**src/rtl/instruction_loader_if.sv**
```systemverilog
// Byte-stream handshake plus instruction-RAM write port of the instruction loader.
// master = loader side, slave = byte source / RAM side.
interface instruction_loader_if #(
  parameter int ADDR_W = 16
);
  logic [7:0]        iByte;
  logic              iByteValid;
  logic              oByteReady;
  logic              oWriteEnable;
  logic [ADDR_W-1:0] oWriteAddress;
  logic [27:0]       oInstruction;

  modport master (
    input  iByte, iByteValid,
    output oByteReady, oWriteEnable, oWriteAddress, oInstruction
  );

  modport slave (
    output iByte, iByteValid,
    input  oByteReady, oWriteEnable, oWriteAddress, oInstruction
  );
endinterface

```
**src/rtl/instruction_loader.sv**
```systemverilog
// Loads a length-prefixed byte stream into instruction RAM as 28-bit words, holding the core in reset meanwhile.
// Define LOADER_CHECKSUM_EN to require a trailing XOR checksum byte before releasing the core.
module instruction_loader #(
  parameter int MAX_WORDS = 256,
  parameter int ADDR_W    = 16
) (
  input  logic                 Clock,
  input  logic                 Reset,
  input  logic                 iStart,
  instruction_loader_if.master bus,
  output logic                 oCpuReset,
  output logic                 oDone,
  output logic                 oError
);

`ifdef LOADER_CHECKSUM_EN
  typedef enum logic [3:0] {
    CNT_HI, CNT_LO, B3, B2, B1, B0, CSUM, DONE, ERROR
  } state_t;
  localparam state_t AFTER_DATA = CSUM;
`else
  typedef enum logic [3:0] {
    CNT_HI, CNT_LO, B3, B2, B1, B0, DONE, ERROR
  } state_t;
  localparam state_t AFTER_DATA = DONE;
`endif

  localparam logic [16:0] MAX_WORDS_W = 17'(MAX_WORDS);

  state_t            state_q, state_d;
  logic [7:0]        count_hi_q, count_hi_d;
  logic [15:0]       count_q, count_d;
  logic [15:0]       word_cnt_q, word_cnt_d;
  logic [19:0]       shift_q, shift_d;
  logic [27:0]       instr_q, instr_d;
  logic [ADDR_W-1:0] wr_addr_q, wr_addr_d;
  logic              we_q, we_d;
  logic              ready_q, ready_d;
  logic              cpu_rst_q, cpu_rst_d;
  logic              done_q, done_d;
  logic              error_q, error_d;
`ifdef LOADER_CHECKSUM_EN
  logic [7:0]        csum_q, csum_d;
`endif

  logic        accept;
  logic [15:0] n_words;

  assign accept  = bus.iByteValid && ready_q;
  assign n_words = {count_hi_q, bus.iByte};

  always_comb begin
    // NOTE: every signal gets a default before the case so no path can infer a latch.
    state_d    = state_q;
    count_hi_d = count_hi_q;
    count_d    = count_q;
    word_cnt_d = word_cnt_q;
    shift_d    = shift_q;
    instr_d    = instr_q;
    wr_addr_d  = wr_addr_q;
    we_d       = 1'b0;
`ifdef LOADER_CHECKSUM_EN
    csum_d     = csum_q;
`endif

    case (state_q)
      CNT_HI: if (accept) begin
        count_hi_d = bus.iByte;
        state_d    = CNT_LO;
      end
      CNT_LO: if (accept) begin
        count_d    = n_words;
        word_cnt_d = '0;
        if (n_words == 16'd0)                     state_d = AFTER_DATA;
        else if ({1'b0, n_words} > MAX_WORDS_W)   state_d = ERROR;
        else                                      state_d = B3;
      end
      B3: if (accept) begin
        // Only the low nibble of the first byte carries the opcode.
        if (bus.iByte[7:4] != 4'd0) begin
          state_d = ERROR;
        end else begin
          shift_d = {shift_q[11:0], bus.iByte};
`ifdef LOADER_CHECKSUM_EN
          csum_d  = csum_q ^ bus.iByte;
`endif
          state_d = B2;
        end
      end
      B2, B1: if (accept) begin
        shift_d = {shift_q[11:0], bus.iByte};
`ifdef LOADER_CHECKSUM_EN
        csum_d  = csum_q ^ bus.iByte;
`endif
        state_d = (state_q == B2) ? B1 : B0;
      end
      B0: if (accept) begin
        instr_d    = {shift_q, bus.iByte};
        wr_addr_d  = ADDR_W'(word_cnt_q);
        we_d       = 1'b1;
        word_cnt_d = word_cnt_q + 16'd1;
`ifdef LOADER_CHECKSUM_EN
        csum_d     = csum_q ^ bus.iByte;
`endif
        state_d    = (word_cnt_q + 16'd1 == count_q) ? AFTER_DATA : B3;
      end
`ifdef LOADER_CHECKSUM_EN
      CSUM: if (accept) begin
        state_d = (bus.iByte == csum_q) ? DONE : ERROR;
      end
`endif
      DONE, ERROR: if (iStart) begin
        state_d    = CNT_HI;
        wr_addr_d  = '0;
        word_cnt_d = '0;
`ifdef LOADER_CHECKSUM_EN
        csum_d     = '0;
`endif
      end
      default: state_d = ERROR;
    endcase

    // Outputs are registered from the next state so they line up with it.
    ready_d   = (state_d != DONE) && (state_d != ERROR);
    cpu_rst_d = (state_d != DONE);
    done_d    = (state_d == DONE);
    error_d   = (state_d == ERROR);
  end

  always_ff @(posedge Clock) begin
    // NOTE: state flops use non-blocking assignments so every flop samples pre-edge values.
    if (!Reset) begin
      state_q    <= CNT_HI;
      count_hi_q <= '0;
      count_q    <= '0;
      word_cnt_q <= '0;
      shift_q    <= '0;
      instr_q    <= '0;
      wr_addr_q  <= '0;
      we_q       <= 1'b0;
      ready_q    <= 1'b1;
      cpu_rst_q  <= 1'b1;
      done_q     <= 1'b0;
      error_q    <= 1'b0;
`ifdef LOADER_CHECKSUM_EN
      csum_q     <= '0;
`endif
    end else begin
      state_q    <= state_d;
      count_hi_q <= count_hi_d;
      count_q    <= count_d;
      word_cnt_q <= word_cnt_d;
      shift_q    <= shift_d;
      instr_q    <= instr_d;
      wr_addr_q  <= wr_addr_d;
      we_q       <= we_d;
      ready_q    <= ready_d;
      cpu_rst_q  <= cpu_rst_d;
      done_q     <= done_d;
      error_q    <= error_d;
`ifdef LOADER_CHECKSUM_EN
      csum_q     <= csum_d;
`endif
    end
  end

  assign bus.oByteReady    = ready_q;
  assign bus.oWriteEnable  = we_q;
  assign bus.oWriteAddress = wr_addr_q;
  assign bus.oInstruction  = instr_q;
  assign oCpuReset         = cpu_rst_q;
  assign oDone             = done_q;
  assign oError            = error_q;

endmodule
```
**src/flat_wrapper.sv**
```systemverilog
// flat-port wrapper written by rule: the top's interface ports become plain ports
module instruction_loader_flat 
#(
  parameter int MAX_WORDS = 256,
  parameter int ADDR_W    = 16
)
  (Clock, Reset, iStart, oCpuReset, oDone, oError, bus_iByte, bus_iByteValid, bus_oByteReady, bus_oWriteEnable, bus_oWriteAddress, bus_oInstruction);
  instruction_loader_if #(.ADDR_W(ADDR_W)) bus_i ();
  input  logic Clock;
  input  logic Reset;
  input  logic iStart;
  output logic oCpuReset;
  output logic oDone;
  output logic oError;
  input wire logic [$bits(bus_i.iByte)-1:0] bus_iByte;
  input wire logic [$bits(bus_i.iByteValid)-1:0] bus_iByteValid;
  output wire logic [$bits(bus_i.oByteReady)-1:0] bus_oByteReady;
  output wire logic [$bits(bus_i.oWriteEnable)-1:0] bus_oWriteEnable;
  output wire logic [$bits(bus_i.oWriteAddress)-1:0] bus_oWriteAddress;
  output wire logic [$bits(bus_i.oInstruction)-1:0] bus_oInstruction;
  assign bus_i.iByte = bus_iByte;
  assign bus_i.iByteValid = bus_iByteValid;
  assign bus_oByteReady = bus_i.oByteReady;
  assign bus_oWriteEnable = bus_i.oWriteEnable;
  assign bus_oWriteAddress = bus_i.oWriteAddress;
  assign bus_oInstruction = bus_i.oInstruction;
  instruction_loader #(.MAX_WORDS(MAX_WORDS), .ADDR_W(ADDR_W)) u_core (.Clock(Clock), .Reset(Reset), .iStart(iStart), .bus(bus_i), .oCpuReset(oCpuReset), .oDone(oDone), .oError(oError));
endmodule
```
**config.mk**
```make
export PLATFORM = sky130hd
export DESIGN_NAME = instruction_loader_flat
export DESIGN_NICKNAME = d
export VERILOG_FILES = /design/src/rtl/instruction_loader_if.sv /design/src/rtl/instruction_loader.sv /design/src/flat_wrapper.sv
export SDC_FILE = /design/constraint.sdc
export NUM_CORES = 1
export LEC_CHECK = 0
export ABC_AREA = 1
export CORE_MARGIN = 2
export CORE_UTILIZATION = 25
export DETAILED_ROUTE_END_ITERATION = 12
export PLACE_DENSITY = 0.55
export SYNTH_ARGS = -nofsm -noshare
export SYNTH_HDL_FRONTEND = slang
export SYNTH_SLANG_ARGS = --single-unit
```
**constraint.sdc**
```tcl
create_clock -name Clock -period 1.91 [get_ports Clock]
set_clock_uncertainty 0.05 [all_clocks]
set_input_delay 0.2865 -clock Clock [delete_from_list [all_inputs] [get_ports Clock]]
set_output_delay 0.2865 -clock Clock [all_outputs]
set_load 0.03 [all_outputs]
```
Word level (Yosys, flattened, before mapping)
Cells that the tools add are included.
Storage, ports and cells
  input port bits: 12
  register bits after elaboration: 113
  logic and storage cells: 72
  output and inout bits: 49
Operators by class
  reduce and logical (&&, ||, !) cells: 17
  add/subtract/negate cells: 1
  magnitude comparators: 1
  equality and inequality tests: 18
  muxes and demuxes: 23
Operators by type and width (count)
  two-way mux 16 bit: 4
  two-way mux 20 bit: 3
  one-hot mux 16 bit (3 select lines): 1
  one-hot mux 20 bit (2 select lines): 1
  one-hot mux 16 bit (2 select lines): 1
  two-way mux 4 bit: 7
  == test 4 x 3 -> 1 bit, second input constant: 6
  one-hot mux 4 bit (6 select lines): 1
  adder 16 x 1 -> 16 bit, second input constant: 1
  == test 16 bit: 1
  greater-than comparator 16 x 9 -> 1 bit, second input constant: 1
  zero test 16 bit: 1
  two-way mux 3 bit: 3
  == test 4 x 2 -> 1 bit, second input constant: 2
  inequality test 2 x 1 -> 1 bit, second input constant: 4
  inequality test 4 x 3 -> 1 bit, second input constant: 2
  AND reduction 2 bit: 4
  AND reduction 4 bit: 2
  == test 4 x 1 -> 1 bit, second input constant: 1
  zero test 4 bit: 1
  inequality test 2 bit, second input constant: 2
  nonzero test 2 bit: 2
  nonzero test 4 bit: 1
  OR reduction 2 bit: 2
  4 further kinds: 6

Longest topological paths before layout
Gate-level depths: netlist (run 1).
  word-level depth: 7
  depth in mapped cells: 17

Least setup slack after synthesis (run 1)
OpenSTA, ideal clock, no wires.
  path type: register to register
  start: reg u_core.ready_q (netlist: u_core.bus.oByteReady)
  end: reg u_core.word_cnt_q[1]
  data arrival time: 1680 ps
  data required time: 1743 ps
  stages on the path, launching flop included: 9
  buffers on the path: 0
  path slack: 62 ps
  path through: dfxtp_1 > nand2_1 > inv_1 > nand2_1 > inv_1 > o31ai_1 > nor2_2 > inv_1 > a32o_1
On the way
  longest elaborated chain between the ends: 3
  elaborated cells on any way between the ends: 4
  those cells by class: 2 x eq/ne; 2 x reduce/logical
RTL lines
  start: declaration: RTL line instruction_loader.sv:38  | logic ready_q, ready_d;
  start signal: assignment: RTL line instruction_loader.sv:157  | ready_q <= ready_d;
  logical AND 1 bit *: RTL line instruction_loader.sv:49  | assign accept = bus.iByteValid && ready_q;
  inequality test 2 x 1 -> 1 bit (no line)
  AND reduction 4 bit (no line) *
  end signal: assignment: RTL line instruction_loader.sv:152  | word_cnt_q <= word_cnt_d;
  end: declaration: RTL line instruction_loader.sv:33  | logic [15:0] word_cnt_q, word_cnt_d;
Every way passes the cells marked *; elsewhere a longest branch is shown, timed or not.
A chain may end at the register's enable or synchronous reset.

Worst setup path after layout (run 1)
  start: reg u_core.word_cnt_q[0]
  end: reg u_core.word_cnt_q[10]
On the way
  longest elaborated chain between the ends: 3
RTL lines
  adder 16 x 1 -> 16 bit: RTL line instruction_loader.sv:101  | word_cnt_d = word_cnt_q + 16'd1;
  two-way mux 16 bit: RTL line instruction_loader.sv:97  | B0: if (accept) begin
  one-hot mux 16 bit (3 select lines): RTL line instruction_loader.sv:66  | case (state_q)
No other way between the ends. The select of a mux whose other input is x is not followed.

==> summary.md, run 1 <==
| Metric | Value |
|---|---|
| Violations in the final reports | setup timing |
| Global-route usage over all layers | 0.136 |
| Leak | 2.57 nW |
| Setup ws final | -0.0264 ns |
| Routed WL per cell | 13.5 um |
| Final antenna-violating net count | 0 |
| Routed via count divided by cell count | between 4 and 5 |
| Share of final-layout standard cells stronger than drive strength 1 | 0.197 |
| Worst-case hold path end point | u_core.bus.oWriteEnable |
| Overall die height | 141 um |
| Required time of the worst setup path | around 2.2 ns |
| Crit path max-delay family | buffers and inverters |
| Wire length after detailed routing | 13.3 mm |
| Initial cell density of the core | 0.252 |
| Unique masters post-synth | 35 |
| Instance count of the mapped netlist | between 600 and 700 |
| Area growth, synth to finish | 43.8% |
| Worst-case clock buffer depth | 2 |
| Wire length of the first global-routing pass | roughly 21 mm |
| Pins over their slew limit | 0 |
| CTS HTree Levels | 4 |
| Clock tree from TritonCTS | done |
| Cell breakdown of the critical path | ha_4 -> nand2_4 -> nor2_4 -> nand3_2 -> nand2_2 -> nand2_1 -> buf_4 -> buf_4 -> buf_4 -> buf_4 -> buf_4 -> o32ai_1 |
| Max FO, Critical Path | 7 |
| MaxCap Viol Count | 0 |
| Final Hold Slack | between 0.2 and 0.3 ns |
| Yosys warning count | 0 |
| Router iterations before antenna repair | 7 |
| Filler-free cell count of the finished design | 982 |
| Total power draw | roughly 6.2 mW |
| Clock root cell | sky130_fd_sc_hd__clkbuf_16 |
| Critical path's most frequent cell | sky130_fd_sc_hd__buf_4 |
| Count of endpoints failing setup in the final report | 2 |
| Setup crit start kind | flop |
| Sequential area share after synthesis | 0.483 |
| Largest net degree at the start of global routing | 73 |
| Total via count in the routed design | 4421 |
| Power per unit of standard cell area | 925 mW/mm^2 |
| Number of endpoints with negative hold slack in the final report | 0 |
| Worst hold path stage count | 4 |
| Register area | 0.00227 mm^2 |
| Place WS | -0.127 ns |
| Endpoint of the most critical register-to-register path | u_core.word_cnt_q[10] |
| Placed insts | 942 |
| Min-delay worst type | in2reg |
| Cell area after synthesis | 0.00469 mm^2 |
| Number of fill cells | ~1.9k |
| Unrepaired setup endpoints after global routing | yes |
| Most used DFF post-synth | sky130_fd_sc_hd__dfxtp_1 |
| Skew-Pair Late Insertion Delay | 0.42 ns |
| Outcome | finished with violations |
| Maximum clock frequency | roughly 520 MHz |
| Hold path startpoint | Reset |
| Cell Rows | 50 |
| Weighted congestion at the end of routability-driven global placement | between 0.8 and 0.9 |
| Vias in the first global route | approximately 4.2k |
| Overflow after GRT | 0 |
| Net total in the final layout | 748 |
| Core outline area | approximately 0.019 mm^2 |
| Antenna Cells | 0 |
| Period utilisation layout | 1.01 |
| CTS hold repair buffers | 0 |
| FFs w/ async S/R, synth | 0 |
| Die X-Extent | 141 um |
| Clock transition at the registers of the reported paths | roughly 0.05 ns |
| Slowest cell on the critical path | sky130_fd_sc_hd__dfxtp_2 |
| #FFs+latches synth | 113 |
| Count of input and output buffers | 60 |
| Type of destination of the critical path | flop |
| Number of design-rule violations left by the first detailed-router iteration | 269 |
| Syn_nets | around 640 |
| Total buffers and inverters traversed by the critical path | 5 |
| Longest individual stage delay on the worst path | 0.35 ns |
| Number of top-level design ports | 61 |
| Antenna violations before repair | 0 |
| Number of flops mapped to enable cells by yosys | 0 |
| Average instance area after synthesis | 7.50 um^2 |
| Clk sinks | 113 |
| Multi-input logic area | 0.00212 mm^2 |
| DRC Markers | 0 |
| Post-route minimum period | 1.94 ns |
| Detailed placement HPWL | 9.17 mm |
| Crit Reg-Reg Startpoint | u_core.word_cnt_q[0] |
| Num CTS Buffers | 17 |
| Setup Crit Path Kind | reg2reg |
| Die Area | a little under 0.02 mm^2 |
| Maximum VDD drop | 0.495 mV |
| Data arrival at the endpoint of the critical path | roughly 2.2 ns |
| Worst reg2reg path depth | 12 |
| Worst-case register-to-register setup slack | -0.03 ns |
-- cells in the mapped netlist, drive strengths merged, types with 2 or more instances --
cell type  count  share of area
o32ai          7          0.013
nand4          6         0.0080
o21ai         83          0.089
nor2          57          0.057
clkbuf        21          0.017
o22ai         14          0.019
a21oi         75          0.081
dfxtp        113           0.48
inv           77          0.062
nand3         37          0.041
buf            8         0.0085
xor2           4         0.0075
nand2        108          0.090
nor4           2         0.0027
o31ai          2         0.0032
-- sequential cells by signal (all words and copies together) (netlist names), 4 cells and up --
name                      count
u_core.word_cnt_q            16
u_core.state_q                4
u_core.bus.oWriteAddress     16
u_core.count_q               16
u_core.bus.oInstruction      28
u_core.shift_q               20
u_core.count_hi_q             8
-- routing by layer --
metal	part of all wire	global-route usage
met1	0.51	0.192
met2	0.44	0.205
met3	0.038	0.0367
met4	0.010	0.0416
met5	0	0
-- how the worst max path moves through the flow --
stage	start	to	cells after the start
after floorplan	u_core.bus.oByteReady	u_core.word_cnt_q[1]	8
after global placement	bus_iByte[5]	u_core.oError	11
after detailed placement	bus_iByte[7]	u_core.oDone	11
after CTS	u_core.word_cnt_q[1]	u_core.oDone	15
after global routing	u_core.word_cnt_q[0]	u_core.oDone	15
final	u_core.word_cnt_q[0]	u_core.word_cnt_q[10]	12
-- placed cells by master (no fill, tap or decap), types with 18 or more instances in the layout --
cell type                         Yosys  routed
sky130_fd_sc_hd__clkdlybuf4s50_1      0      59
sky130_fd_sc_hd__a21oi_1             74      74
sky130_fd_sc_hd__nand2_1            102      95
sky130_fd_sc_hd__nor2_1              46      39
sky130_fd_sc_hd__o21ai_0             80      80
sky130_fd_sc_hd__dfxtp_1            113     104
sky130_fd_sc_hd__nand3_1             36      29
sky130_fd_sc_hd__buf_4                1      54
sky130_fd_sc_hd__clkbuf_16            0      18
sky130_fd_sc_hd__inv_1               75      73
-- cell families after synthesis --
family / count (synthesis) / share of synthesized area
AOI/OAI and AO/OA: 185 / 0.211
DFF: 113 / 0.483
and+or+nand+nor: 212 / 0.200
xor gates and xnor gates: 6 / 0.0144
adders and majority gates: 1 / 0.00267
other: 1 / 0.000800
buffers and inverters: 107 / 0.0878
-- tightest hold or removal path, delay by kind of cell --
kind | cells | cell delay [ns]
buffers and inverters | 3 | 0.36
and+or+nand+nor | 1 | 0.04
-- layout make-up --
| type | count | area share |
|---|---|---|
| clock buffer | 19 | 0.0657 |
| clock inverter | 13 | 0.0277 |
| inverter | 78 | 0.0435 |
| multi-input combinational | 405 | 0.315 |
| sequential | 113 | 0.337 |
| tap | 234 | 0.0435 |
| timing repair buffer | 120 | 0.167 |
-- where the power goes --
group | internal [mW] | switching, mW | leakage [nW] | total (mW)
sequential | 2.42 | 0.0347 | 0.920 | 2.46
combinational | 0.170 | 0.255 | 1.34 | 0.425
clock | 2.22 | 1.13 | 0.307 | 3.35
total | 4.81 | 1.42 | 2.57 | 6.23
-- stage by stage --
stage	TNS (ns)	util	area, um^2
floorplan	0	-	4690
global placement	-0.244	0.318	5920
detailed placement	-0.448	0.318	5920
CTS	-0.0369	0.359	6670
global route	-0.717	0.363	6740
finish	-0.0337	0.363	6740
-- timing repair --
action | CTS | global route
cloned | 0 | 1
pin swaps | 12 | 8
resized for setup | 20 | 17
setup endpoints to repair | 5 | 39
setup buffers | 7 | 0
Power figures use the tool's default switching activity.
==> inputs of run 2 (changes only) <==
ABC_AREA = unset   (was 1)
CORE_ASPECT_RATIO = 1.2   (was unset)
==> run 2 against run 1 <==
Against the previous run:
- the run still ends with setup timing left
- synthesized cell count is 14% lower
- via count fell by 3.3%
- die area grew 5.2%
- final cell count decreased by 3.5%
- power shrank 6.1%
- clock power down 9.3%
==> summary.md, run 2 <==
| Metric | Value |
|---|---|
| Outcome | finished with violations |
| Violations in the final reports | setup timing |
| Antenna Cells | 0 (unchanged) |
| Setup Crit Path Kind | reg2reg |
| Required time of the worst setup path | 2.15 ns (about the same) |
| Worst hold path stage count | 2 (-2) |
| Antenna violations before repair | 0 (unchanged) |
| Yosys warning count | 0 (unchanged) |
| Syn_nets | 549 (-14%) |
| Global-route usage over all layers | 0.135 (-0.00134) |
| Place WS | -0.598 ns (-0.471 ns) |
| Final antenna-violating net count | 0 (unchanged) |
| Wire length after detailed routing | 13.8 mm (+4.0%) |
| Average instance area after synthesis | 9.21 um^2 (+23%) |
| Routed via count divided by cell count | 4.51 (+0.12%) |
| Instance count of the mapped netlist | 536 (-14%) |
| Period utilisation layout | 1.13 (+0.120) |
| Type of destination of the critical path | flop |
| Worst reg2reg path depth | 7 (-5) |
| Total via count in the routed design | 4273 (-3.3%) |
| Filler-free cell count of the finished design | 948 (-3.5%) |
| Wire length of the first global-routing pass | 22.1 mm (+3.8%) |
| Maximum VDD drop | 0.640 mV (+29%) |
| Setup crit start kind | flop |
| Detailed placement HPWL | 9.99 mm (+9.0%) |
| Pins over their slew limit | 0 (unchanged) |
| Max FFs per register | 28 (unchanged) |
| #FFs+latches synth | 113 (unchanged) |
| Num CTS Buffers | 17 (unchanged) |
| Clk sinks | 113 (unchanged) |
| CTS hold repair buffers | 0 (unchanged) |
| Initial cell density of the core | 0.253 (+0.00115) |
| DRC Markers | 0 (unchanged) |
| Total power draw | 5.85 mW (-6.1%) |
| Data arrival at the endpoint of the critical path | 2.40 ns (+0.22 ns) |
| Instance area at placement | 0.00647 mm^2 (+9.4%) |
| Number of flops mapped to enable cells by yosys | 0 (unchanged) |
| Worst-case register-to-register setup slack | -0.25 ns (-0.23 ns) |
| Core outline area | 0.0195 mm^2 (+4.8%) |
| Share of final-layout standard cells stronger than drive strength 1 | 0.245 (+0.0480) |
| Weighted congestion at the end of routability-driven global placement | 0.823 (+0.86%) |
| Unique masters post-synth | 61 (+74%) |
| Router iterations before antenna repair | 4 (-3) |
| Die Area | 0.0209 mm^2 (+5.2%) |
| Finished layout cell area | 0.00724 mm^2 (+7.4%) |
| Max FO, Critical Path | 6 (-1) |
| Clock root cell | sky130_fd_sc_hd__clkbuf_16 |
| Placed insts | 909 (-3.5%) |
| Setup ws final | -0.255 ns (-0.229 ns) |
| FFs w/ async S/R, synth | 0 (unchanged) |
| Number of top-level design ports | 61 (unchanged) |
| Cell Rows | 56 (+12%) |
| Vias in the first global route | 4300 (+3.5%) |
| Post-route minimum period | 2.16 ns (+0.229 ns) |
| Sequential area share after synthesis | 0.458 (-0.0243) |
| Count of input and output buffers | 60 (unchanged) |
| Most common cell after layout, fill and taps aside | sky130_fd_sc_hd__nand2_1 |
| Overall die height | 158 um (+12%) |
| Clock tree from TritonCTS | done |
| Clock transition at the registers of the reported paths | 0.05 ns (about the same) |
| Commonest non-fill, non-tap cells in the layout | sky130_fd_sc_hd__nand2_1 (109), sky130_fd_sc_hd__dfxtp_1 (108), sky130_fd_sc_hd__buf_4 (89) |
| Skew-Pair Late Insertion Delay | 0.42 ns (about the same) |
| CTS HTree Levels | 4 (unchanged) |
| Overflow after GRT | 0 (unchanged) |
| Count of endpoints failing setup in the final report | 6 (+4) |
| Share of Yosys cell area claimed by the top area cell type | 0.458 (-0.0243) |
| Leading cell types by count after synthesis | sky130_fd_sc_hd__dfxtp_1 (113), sky130_fd_sc_hd__nand2_1 (109), sky130_fd_sc_hd__a21boi_0 (46) |
| Net total in the final layout | 687 (-8.2%) |
| Leak | 2.68 nW (+4.3%) |
| Library cell with the highest instance count after synthesis | sky130_fd_sc_hd__dfxtp_1 |
| Largest net degree at the start of global routing | 52 (-29%) |
| Area growth, synth to finish | 46.7% |
| Min-delay worst type | in2reg |
| Post-Route Utilization | 0.372 (+0.00903) |
| Die X-Extent | 132 um (-6.1%) |
| Number of design-rule violations left by the first detailed-router iteration | 167 (-38%) |
| Unrepaired setup endpoints after global routing | yes |
| Routed WL per cell | 14.6 um (+7.7%) |
| Number of endpoints with negative hold slack in the final report | 0 (unchanged) |
| MaxCap Viol Count | 0 (unchanged) |
| Largest area contributor in the netlist | sky130_fd_sc_hd__dfxtp_1 |
| Maximum clock frequency | 462 MHz (-11%) |
| Area contributors post-synth | sky130_fd_sc_hd__dfxtp_1 (46%), sky130_fd_sc_hd__nand2_1 (8.3%), sky130_fd_sc_hd__a21boi_0 (7.0%) |
| Worst-case clock buffer depth | 2 (unchanged) |
| Most used DFF post-synth | sky130_fd_sc_hd__dfxtp_1 |
| Power per unit of standard cell area | 809 mW/mm^2 (-13%) |
| Cell area after synthesis | 0.00494 mm^2 (+5.3%) |
run 2: path summary, 6_finish.rpt:
check	startpoint	to
hold reg to reg	u_core.bus.oWriteAddress[4]	u_core.bus.oWriteAddress[4]
setup reg to reg	u_core.word_cnt_q[7]	u_core.oCpuReset
hold / removal	Reset	u_core.word_cnt_q[3]
setup / recovery	u_core.word_cnt_q[7]	u_core.oCpuReset
run 2: area by class of cell:
class	count	area (um^2)
fill	2019	12200
multi-input combinational	379	2620
sequential	113	2280
timing repair buffer	159	1440
clock buffer	21	450
tap	261	327
clock inverter	11	114
inverter	4	15.0
run 2: cells by family (layout without fill, tap and decap cells):
logic type               Yosys count  in the layout  synth area share
XOR/XNOR                          27             27            0.0494
other                              1              1          0.000760
buffers and inverters             44            195            0.0406
flip-flops                       113            113             0.458
adder cells (fa/ha/maj)            1              1           0.00253
AO/OA/AOI/OAI                    113            113             0.178
multiplexers                      28             28            0.0568
AND/OR/NAND/NOR                  209            209             0.213
run 2: report_power, final:
group / total (mW) / switching (mW) / internal, mW
registers: 2.40 / 0.0202 / 2.38
logic: 0.409 / 0.209 / 0.199
clock network: 3.04 / 1.11 / 1.94
total: 5.85 / 1.34 / 4.52
run 2: timing repair:
| action | 4_1_cts | 5_1_grt |
|---|---|---|
| gates cloned | 2 | 1 |
| endpoints found under the setup margin | 26 | 21 |
| resized for setup | 23 | 10 |
| buffers inserted | 3 | 1 |
| pin swaps | 9 | 3 |
run 2: through the flow:
step           hold WS, ns  setup TNS [ns]
2_1_floorplan        0.381          -0.125
3_5_place_dp         0.405          -21.08
3_3_place_gp         0.396          -21.28
6_report             0.156           -1.02
5_1_grt              0.152           -1.47
4_1_cts              0.133           -1.07
run 2: critical path, stage by stage, from the launching register on:
cell and delay (ns):
sky130_fd_sc_hd__dfxtp_4 0.35, sky130_fd_sc_hd__buf_12 0.13, sky130_fd_sc_hd__xnor2_2 0.13, sky130_fd_sc_hd__xnor2_1 0.13
sky130_fd_sc_hd__o41a_1 0.45, sky130_fd_sc_hd__a2111oi_4 0.34, sky130_fd_sc_hd__a41oi_4 0.20, sky130_fd_sc_hd__or2_1 0.25
run 2: per-layer routing:
layer,up-vias,share of wire,GRT usage
met5,-,0,0
met3,26,0.039,0.0314
met4,0,0.022,0.0604
met2,91,0.50,0.243
met1,2027,0.44,0.153
li1,2129,-,-
